### config.mk
export PLATFORM = sky130hd
export DESIGN_NAME = wbuf_drain
export DESIGN_NICKNAME = d
export VERILOG_FILES = /design/src/rtl/wbuf_drain.sv
export SDC_FILE = /design/constraint.sdc
export NUM_CORES = 1
export LEC_CHECK = 0
export CORE_MARGIN = 5
export CORE_UTILIZATION = 47
export CTS_BUF_LIST = sky130_fd_sc_hd__clkbuf_4 sky130_fd_sc_hd__clkbuf_8
export DETAILED_ROUTE_END_ITERATION = 8
export GPL_ROUTABILITY_DRIVEN = 0
export MAX_ROUTING_LAYER = met4
export PLACE_DENSITY = 0.83
export SLEW_MARGIN = 0
export SYNTH_ARGS = -nofsm -noshare
export SYNTH_HDL_FRONTEND = slang
export SYNTH_SLANG_ARGS = --single-unit
### constraint.sdc
create_clock -name sClk_i -period 2.4 [get_ports sClk_i]
set_input_delay 0.48 -clock sClk_i [delete_from_list [all_inputs] [get_ports sClk_i]]
set_output_delay 0.48 -clock sClk_i [all_outputs]
set_load 0.02 [all_outputs]
### src/rtl/wbuf_drain.sv
`default_nettype none
// +--------------------------------------------------------------------------+
// | wbuf_drain : pops write-FIFO entries and issues them on a valid/ready bus |
// | Rev 1.0                                                                  |
// +--------------------------------------------------------------------------+
module wbuf_drain #(
  parameter int W_ADDR    = 32,
  parameter int W_DATA    = 32,
  parameter int C_TIMEOUT = 255,
  parameter int W_CNT     = 16
) (
  input  logic                              sClk_i,
  input  logic                              snRst_i,
  input  logic                              Enable_i,
  input  logic [W_DATA/8+W_ADDR+W_DATA-1:0] FifoData_i,
  input  logic                              FifoEmpty_i,
  output logic                              FifoRead_o,
  output logic                              MemValid_o,
  output logic [W_ADDR-1:0]                 MemAddr_o,
  output logic [W_DATA-1:0]                 MemWdata_o,
  output logic [W_DATA/8-1:0]               MemWstrb_o,
  input  logic                              MemReady_i,
  input  logic                              Flush_i,
  output logic                              FlushDone_o,
  output logic                              Busy_o,
  output logic                              Error_o,
  output logic [W_ADDR-1:0]                 ErrAddr_o,
  input  logic                              ErrClr_i,
  output logic [W_CNT-1:0]                  WrCount_o
);

  localparam int          W_STRB     = W_DATA / 8;
  localparam logic [15:0] c_tmo_last = 16'(C_TIMEOUT - 1);

  typedef enum logic [0:0] {
    IDLE  = 1'b0,
    ISSUE = 1'b1
  } state_t;

  state_t              r_state;
  state_t              w_state_nxt;
  logic [W_ADDR-1:0]   r_addr;
  logic [W_DATA-1:0]   r_wdata;
  logic [W_STRB-1:0]   r_wstrb;
  logic [15:0]         r_tmo_cnt;
  logic                r_err;
  logic [W_ADDR-1:0]   r_err_addr;
  logic [W_CNT-1:0]    r_wr_cnt;

  logic [W_STRB-1:0]   w_head_strb;
  logic [W_ADDR-1:0]   w_head_addr;
  logic [W_DATA-1:0]   w_head_data;
  logic                w_pop;
  logic                w_strb_nz;
  logic                w_fifo_rd;
  logic                w_capture;
  logic                w_done;
  logic                w_timeout;

  assign w_head_strb = FifoData_i[W_DATA+W_ADDR +: W_STRB];
  assign w_head_addr = FifoData_i[W_DATA +: W_ADDR];
  assign w_head_data = FifoData_i[0 +: W_DATA];
  assign w_pop       = ~FifoEmpty_i & (Enable_i | Flush_i);
  assign w_strb_nz   = |w_head_strb;

  always_comb begin
    w_state_nxt = r_state;
    w_fifo_rd   = 1'b0;
    w_capture   = 1'b0;
    w_done      = 1'b0;
    w_timeout   = 1'b0;
    case (r_state)
      IDLE: begin
        if (w_pop) begin
          w_fifo_rd = 1'b1;
          if (w_strb_nz) begin
            w_capture   = 1'b1;
            w_state_nxt = ISSUE;
          end
        end
      end
      ISSUE: begin
        if (MemReady_i) begin
          w_done = 1'b1;
          // Chain straight into the next entry so the bus sees no bubble.
          if (w_pop) begin
            w_fifo_rd = 1'b1;
            if (w_strb_nz) w_capture   = 1'b1;
            else           w_state_nxt = IDLE;
          end else begin
            w_state_nxt = IDLE;
          end
        end else if (r_tmo_cnt == c_tmo_last) begin
          w_timeout   = 1'b1;
          w_state_nxt = IDLE;
        end
      end
      default: w_state_nxt = IDLE;
    endcase
  end

  always_ff @(posedge sClk_i or negedge snRst_i) begin
    if (!snRst_i) begin
      r_state    <= IDLE;
      r_addr     <= '0;
      r_wdata    <= '0;
      r_wstrb    <= '0;
      r_tmo_cnt  <= '0;
      r_err      <= 1'b0;
      r_err_addr <= '0;
      r_wr_cnt   <= '0;
    end else begin
      r_state <= w_state_nxt;
      if (w_capture) begin
        r_addr    <= w_head_addr;
        r_wdata   <= w_head_data;
        r_wstrb   <= w_head_strb;
        r_tmo_cnt <= '0;
      end else if (r_state == ISSUE && !MemReady_i && r_tmo_cnt != c_tmo_last) begin
        r_tmo_cnt <= r_tmo_cnt + 16'd1;
      end
      if (w_done) r_wr_cnt <= r_wr_cnt + 1'b1;
      // A clear beats a coincident timeout; only the first timeout is recorded.
      if (ErrClr_i) begin
        r_err      <= 1'b0;
        r_err_addr <= '0;
      end else if (w_timeout && !r_err) begin
        r_err      <= 1'b1;
        r_err_addr <= r_addr;
      end
    end
  end

  assign FifoRead_o  = w_fifo_rd;
  assign MemValid_o  = (r_state == ISSUE);
  assign MemAddr_o   = r_addr;
  assign MemWdata_o  = r_wdata;
  assign MemWstrb_o  = r_wstrb;
  assign FlushDone_o = Flush_i & FifoEmpty_i & (r_state == IDLE);
  assign Busy_o      = (r_state == ISSUE);
  assign Error_o     = r_err;
  assign ErrAddr_o   = r_err_addr;
  assign WrCount_o   = r_wr_cnt;

endmodule
`default_nettype wire

==> flow_summary.ini <==
[synthesis]
synth_most_common_cell = dfrtp_1
yosys.area.top_type = dfrtp_1
async_flop_share_pct = 100
synth_xor_area_share_pct = 2.65
synth_seq_cells = 134
synth-seq-area-share_pct = 59.7
synth_compound_area_share_pct = 8.85
yosys_warnings = 0
synth_edf_count = 0
synthTopCellsByCount = 134 x dfrtp_1, 116 x nand2_1, 43 x nand3_1
synth_top_family_by_area = simple AND/OR/NAND/NOR gates
yosys.area_share.simple_pct = 17.4
synthFlopType = dfrtp_1
synthAdderAreaFrac_pct = 0.669
syn_area_per_cell_um2 = 10.7
netlist_area_um2 = 5610
synthTopCellsByArea = dfrtp_1 60%, nand2_1 7.8%, mux2_2 5.6%
synth_top_area_share_pct = 59.7
syn_inst = 525
synth_nets = 603
muxShareOfSynthArea_pct = 7.13
synth_cell_types = 42

[drt]
detail_route.wl_per_cell_um = 17.8
via_per_inst = 5.41
wl_um = 15800
ant_nets = 0
first_iter_violations = 410
drc = 0
vias = 4802
drtPass1Iterations = 4

[setup_path]
cp.required_ps = 1920
reg2reg_setup_slack_ps = 380
critical_path.max_stage_delay_ps = 500
worst-path-max-fanout = 2
crit_type = in -> out
path_buf_inv = 2
worstSetupEndpointType = output pin
crit_family = buffers and inverters
cp_cell_sequence = clkdlybuf4s50_1 -> nand2b_1 -> and2_1 -> dlygate4sd2_1
cp.arrival_ps = 1730
slowest_stage = clkdlybuf4s50_1
startpoint_type = input port

[global_routing]
grt_use_total_pct = 22.9
antenna_found_initial = 0
grt_pass1_vias = 4950
globalRoute.totalOverflow = 0
grt_max_degree = 48
grt_pass1_wl_um = 25100

[timing]
setup_violations = 0
finalCritPeriodShare_pct = 91.9
rsz0062_at_grt = no
hold_viol = 0
worst_slew_pin_slew_ps = 661
finClkSkew_ps = 9.64
max_freq_mhz = 453
slew_headroom_pct = 55.9
fin_crit_ps = 2210
worst_slack_ps = 195
drv_slew = 0

[clock_tree]
cts_resized = 1
cts_tree = built
post-cts-setup-buffers = 0
cts_buffers = 17
h-tree-depth = 4
clockRootBuffer = clkbuf_8
cts_hold_buf = 0
clk_latency_ps = 450
clock-sinks = 134
clk_path_buf_depth = 2
clk_pin_slew_ps = 70

[place]
detailed_place_hpwl_um = 11500
io_buffer_count = 195
place_ws_ps = -110
placedCellCount = 855
place_area_um2 = 7780

[layout]
finalNetCount = 805
finalInstanceArea_um2 = 8150
drive_gt1_share_pct = 12.6
area_delta_synth_final_pct = 45.1
layoutNonFillerInstCount = 887
n_antenna_cell = 0

[hold_path]
min-delay-path-class = in -> async

[floorplanning]
die_w_um = 119
num_rows = 40
dieArea_um2 = 14200
start_util_pct = 47.3
coreArea_um2 = 11900
die_y_um = 119
pin_count = 196

[power]
power.leakage_uw = 0.00353
power_density_nw_per_um2 = 740
peakVddDrop_mv = 0.570
finalPower_uw = 6030

[status]
outcome = finished clean

[flow_run]
cap_violations = 0
## stage by stage
stage	setup TNS, ps	hold WS [ps]	util (%)
2_1_floorplan	0	184	-
3_3_place_gp	-1980	456	65.6
3_5_place_dp	-3360	463	65.6
4_1_cts	0	5.67	68.7
5_1_grt	0	31.2	68.7
6_report	0	8.99	68.7
## power by group
| part | internal [uW] | switching, uW | leakage [uW] |
|---|---|---|---|
| combinational | 785 | 777 | 0.00162 |
| sequential | 2530 | 235 | 0.00173 |
| clock | 865 | 841 | 0.000187 |
| total | 4180 | 1850 | 0.00353 |
## kinds of logic after synthesis
family,count (synthesis)
simple gates,207
flops,134
xor+xnor,17
mux,34
fa+ha+maj,3
compound gates,92
buf+inv,38
## cell type report
class | count | area [um^2]
Fill cell | 873 | 3710
Clock inverter | 8 | 47.5
Timing Repair Buffer | 215 | 2160
Inverter | 6 | 22.5
Multi-Input combinational cell | 353 | 2060
Clock buffer | 24 | 318
Tap cell | 147 | 184
Sequential cell | 134 | 3350
## placed cells by master, fill, tap and decap left out, types with 6 or more instances in the layout
master             n
o21ai_0           38
nand4_1            6
nor2_1             9
dfrtp_1          134
nand3_1           43
inv_1              6
xnor2_1           13
mux2_2            28
a21oi_1           41
o31ai_1            6
nand2_1          116
clkbuf_8          22
clkdlybuf4s50_1  193
buf_4             16
## path summary, 6_finish.rpt
check                                   start        endpoint  depth (start not counted)
worst max-delay path               MemReady_i      FifoRead_o                          4
worst min-delay path                  snRst_i   MemAddr_o[12]                          1
worst max register to register   r_tmo_cnt[0]    ErrAddr_o[8]                          7
worst min register to register  WrCount_o[15]   WrCount_o[15]                          1
max in group asynchronous             snRst_i  MemWdata_o[11]                          2
min in group sClk_i             WrCount_o[15]   WrCount_o[15]                          1
## sequential cells by signal, summed over array words and instances (netlist names)
signal      cells
Busy_o          1
ErrAddr_o      32
Error_o         1
MemAddr_o      32
MemWdata_o     32
MemWstrb_o      4
WrCount_o      16
r_tmo_cnt      16
## layer usage
metal  GRT usage [%]  wire length, um  up-vias
met1            26.7             6290     2364
met2            37.2             7910      195
met3            6.32             1110       32
met4            10.4              493        0
li1                -                -     2211
met5               -                0        -
## worst reg2reg max path: stages, from the launching register on
cell and delay [ps]:
dfrtp_1 430, inv_1 80, ha_1 150, nor4b_2 250, and4_1 320, buf_4 340
nand3_1 130, a21oi_1 220
Note: power is estimated with default switching activity, not from simulation.
